==> config.mk <==
export PLATFORM = sky130hd
export DESIGN_NAME = pc_sequencer
export DESIGN_NICKNAME = d
export VERILOG_FILES = /design/src/rtl/pc_sequencer.sv
export SDC_FILE = /design/constraint.sdc
export NUM_CORES = 1
export LEC_CHECK = 0
export ABC_CLOCK_PERIOD_IN_PS = 4700
export BUFFER_PORTS_ARGS = -buffer_cell sky130_fd_sc_hd__clkbuf_2
export CORE_MARGIN = 2
export CORE_UTILIZATION = 50
export CTS_CLUSTER_SIZE = 16
export DETAILED_ROUTE_END_ITERATION = 7
export PLACE_DENSITY = 0.87
export REMOVE_ABC_BUFFERS = 1
export SKIP_CTS_REPAIR_TIMING = 1
export SLEW_MARGIN = 20
export SYNTH_ARGS = -nofsm -noshare
export SYNTH_HDL_FRONTEND = slang
export SYNTH_SLANG_ARGS = --single-unit
export TNS_END_PERCENT = 20
==> constraint.sdc <==
create_clock -name clock -period 4.7 [get_ports clock]
set_input_delay 0.94 -clock clock [delete_from_list [all_inputs] [get_ports clock]]
set_output_delay 0.94 -clock clock [all_outputs]
set_load 0.02 [all_outputs]
==> src/rtl/pc_sequencer.sv <==
// pc_sequencer: fetch/next-PC controller owning the PC and the imem request/ack handshake
module pc_sequencer #(
  parameter logic [31:0] RESET_VECTOR = 32'h0000_0000,
  parameter logic [31:0] TRAP_VECTOR  = 32'h0000_0100,
  parameter int unsigned ACK_TIMEOUT  = 15
) (
  input  logic        clock,
  input  logic        reset,
  output logic        io_imem_req,
  output logic [31:0] io_imem_addr,
  input  logic        io_imem_ack,
  input  logic        io_stall,
  input  logic [1:0]  io_JmpCtrl,
  input  logic [31:0] io_J_target,
  input  logic        io_br_taken,
  input  logic [31:0] io_br_target,
  output logic [31:0] io_pc,
  output logic [31:0] io_link,
  output logic        io_instr_valid,
  output logic        io_trap,
  output logic [1:0]  io_trap_cause,
  output logic [1:0]  io_state
);
  typedef enum logic [1:0] {BOOT = 2'b00, FETCH = 2'b01, EXEC = 2'b10, TRAP = 2'b11} state_t;
  localparam logic [3:0] LIMIT = 4'(ACK_TIMEOUT - 1);
  state_t      state;
  logic [3:0]  cnt;
  logic [31:0] pc;
  logic [31:0] target;
  assign io_pc        = pc;
  assign io_imem_addr = pc;
  assign io_link      = pc + 32'd4;
  assign io_state     = state;
  // next-PC candidate: jump beats branch beats sequential; JALR clears bit0
  always_comb
    target = io_JmpCtrl == 2'b00 ? io_J_target
           : io_JmpCtrl == 2'b01 ? {io_J_target[31:1], 1'b0}
           : io_br_taken         ? io_br_target
           : io_link;
  // sequencer FSM; outputs are registered alongside each state transition
  always_ff @(posedge clock or negedge reset) begin
    if (!reset) begin
      state          <= BOOT;
      pc             <= RESET_VECTOR;
      cnt            <= 4'd0;
      io_imem_req    <= 1'b0;
      io_instr_valid <= 1'b0;
      io_trap        <= 1'b0;
      io_trap_cause  <= 2'b00;
    end else begin
      case (state)
        BOOT: begin
          state       <= FETCH;
          io_imem_req <= 1'b1;
        end
        FETCH: begin
          if (io_imem_ack) begin
            state          <= EXEC;
            cnt            <= 4'd0;
            io_imem_req    <= 1'b0;
            io_instr_valid <= 1'b1;
          end else if (cnt == LIMIT) begin
            state         <= TRAP;
            cnt           <= 4'd0;
            io_imem_req   <= 1'b0;
            io_trap       <= 1'b1;
            io_trap_cause <= 2'b10;
          end else begin
            cnt <= cnt + 4'd1;
          end
        end
        EXEC: begin
          if (!io_stall) begin
            io_instr_valid <= 1'b0;
            if (target[1:0] != 2'b00) begin
              state         <= TRAP;
              io_trap       <= 1'b1;
              io_trap_cause <= 2'b01;
            end else begin
              state       <= FETCH;
              pc          <= target;
              io_imem_req <= 1'b1;
            end
          end
        end
        TRAP: begin
          state         <= FETCH;
          pc            <= TRAP_VECTOR;
          io_trap       <= 1'b0;
          io_trap_cause <= 2'b00;
          io_imem_req   <= 1'b1;
        end
        default: state <= BOOT;
      endcase
    end
  end
endmodule

==> results.md <==
* Number of global-route vias before repair at 3394
* Core area at 0.006681 sq mm
* CTS tree: done
* Mux share of post-synthesis cell area at 1.762%
* Final hold slack at 0.4883 ns
* Clk slew on worst S/H paths at 0.09 ns
* Via/cell ratio at 6.015
* Row Count at 30
* HP Class: reg -> reg
* Worst Setup Start Kind: flip-flop
* Slew @ Worst Pin at 0.8542 ns
* Antenna Cells at 0
* DR WL/cell at 17.39 um
* Part of the Yosys area used for sequential elements at 31.57%
* Top post-synthesis cells by area: dfrtp_1, buf_4, xnor2_1
* Slew HR at 42.84%
* Commonest cells in the netlist: dfrtp_1, nand2_1, buf_4, nor2_1, o21ai_0
* Outcome: finished, final reports clean
* Crit end category: primary output
* Worst Path Required at 3.76 ns
* Initial Util at 51.01%
* Ys flop type: dfrtp_1
* P&R area growth vs syn at 23.05%
* RSZ-0062 raised after global routing: no
* Remaining global-route overflow at 0
* Vias at 3651
* Power per cell area at 399.6 mW/mm^2
* Die Height at 86.56 um
* Yosys warnings at 0
* Adder-cell share of the synthesized area at 1.101%
* Post-synthesis xor/xnor area fraction at 7.195%
* Period utilization at 70.47%
* Finished Core Util at 62.77%
* Nets at 600
* DR pass1 iterations at 5
* Minimum clock period at 3.312 ns
* DP HPWL at 7730 um
* Max_cap viols at 0
* First-pass GRT wire length at 16170 um
* Most frequent cell after synthesis: dfrtp_1
* Synthesized cell area at 0.003408 sq mm
* Setup-failing EPs final at 0
* FF+latch count, synth at 43
* Pin count of the biggest net entering global routing at 44
* Slew Viols, Final at 0
* Antenna violations before repair at 0
* Asr flop ratio synth at 100.0%
* Final-layout fill cell count at 596
* Avg Synthesized Cell Area at 8.585 sq um
* Initial DRC count at 229
* Post-Route WL at 10550 um
* Post-placement cell area at 0.004058 sq mm
* CTS Root Cell: clkbuf_8
* Distinct cells, synth at 69
* Total CTS buffers at 5
* WP data arrival at 2.37 ns
* RePlAce Congestion at 0.9273
* Die area at 0.007493 sq mm
* Cell area after layout at 0.004194 sq mm
* Final Hold Fails at 0
* Share of cells above drive strength 1 at 38.33%
* Top-area cell type share of the netlist area at 31.57%
* Post-Synth Simple-Gate Area at 22.39%
* H-tree levels at 2
* Compound-Gate Fraction of Synth Area at 24.74%
* Dominant cell type by area after synthesis: dfrtp_1
* Post-synthesis instance total at 397
* Clock Latency Late Sink at 0.29 ns
* Clock skew at 0.006552 ns
* DR DRC count at 0
* # port buffers at 173
* Clk buf depth at 2
* Pleak at 2.183 nW
* Main combinational cell family by area after synthesis: compound AO/OA/AOI/OAI gates
* GRT Overall Usage at 27.40%
* I/O pin total at 174
* Antenna Nets Post-Route at 0
* Post-synth EDFFs at 0
* Fmax at 0.3019 GHz
* R2R setup slack at 2.25 ns
* Setup CP Type: reg -> out
* Setup_tns at 0 ns
* Maximum VDD drop at 0.0003272 V
* Crit-path max FO at 10
* CTS Sinks at 43
* Chip Width at 86.56 um
[state kept, by name, summed over array words and instances, names as in the netlist]
signal,cells
io_instr_valid,1
io_trap_cause,2
io_imem_req,1
io_state,2
io_imem_addr,32
io_trap,1
cnt,4
[path summary, 6_finish.rpt]
path                             startpoint               end  cells after the start
hold reg to reg                      cnt[3]            cnt[3]                      1
hold / removal                       cnt[3]            cnt[3]                      1
setup reg to reg            io_imem_addr[1]  io_imem_addr[19]                      5
max in group asynchronous             reset  io_imem_addr[16]                      1
min in group asynchronous             reset  io_imem_addr[24]                      1
setup / recovery           io_imem_addr[13]       io_link[31]                      5
[metal layers]
layer | GRT usage, % | wire (um) | up-vias
li1 | - | - | 1678
met1 | 35.76 | 4287 | 1761
met2 | 45.52 | 5144 | 193
met3 | 4.476 | 880 | 19
met4 | 10.80 | 240 | 0
met5 | 0 | 0 | -
[cell type report]
cell class                      instances  area (sq um)  share of cell area (%)
Multi-Input combinational cell        288          1953                   46.57
Timing Repair Buffer                  175         883.3                   21.06
Inverter                               13         48.80                   1.163
Tap cell                               80         100.1                   2.387
Clock buffer                            6         72.57                   1.730
Sequential cell                        43          1076                   25.66
Clock inverter                          2         60.06                   1.432
[power by group]
group          switching [mW]  internal (mW)
Sequential              0.122          0.446
Clock                   0.132          0.213
Combinational           0.496          0.267
Total                   0.750          0.926
[kinds of logic after synthesis]
logic type | count (synthesis)
xor+xnor | 28
compound gates | 120
simple gates | 131
flops | 43
buf+inv | 66
mux | 6
fa+ha+maj | 3
[stage by stage]
stage          setup slack, ns  cells  power, mW
4_1_cts                  1.389    607      1.670
6_report                 1.388    607      1.676
2_1_floorplan            1.705    344      1.034
5_1_grt                  1.241    607      1.764
3_5_place_dp             1.439    599      1.328
3_3_place_gp             1.500    599      1.307
[layout by cell type (no fill, tap or decap), types with 11 or more instances in the layout]
| cell | netlist | final |
|---|---|---|
| nor2_1 | 26 | 26 |
| nand2_1 | 36 | 36 |
| o21ai_0 | 26 | 26 |
| inv_1 | 12 | 12 |
| nand3_1 | 17 | 17 |
| a21oi_1 | 11 | 11 |
| xnor2_1 | 17 | 17 |
| clkbuf_2 | 0 | 172 |
| xor2_1 | 11 | 11 |
| dfrtp_1 | 43 | 43 |
[worst max-delay path: stages, from the launching register on]
cell and delay [ns]:
dfrtp_1 0.57, nand4_2 0.20, or4_4 0.67, nor4_4 0.31, xnor2_1 0.15, clkbuf_2 0.19
No activity file was read; power rests on OpenSTA's default activity.
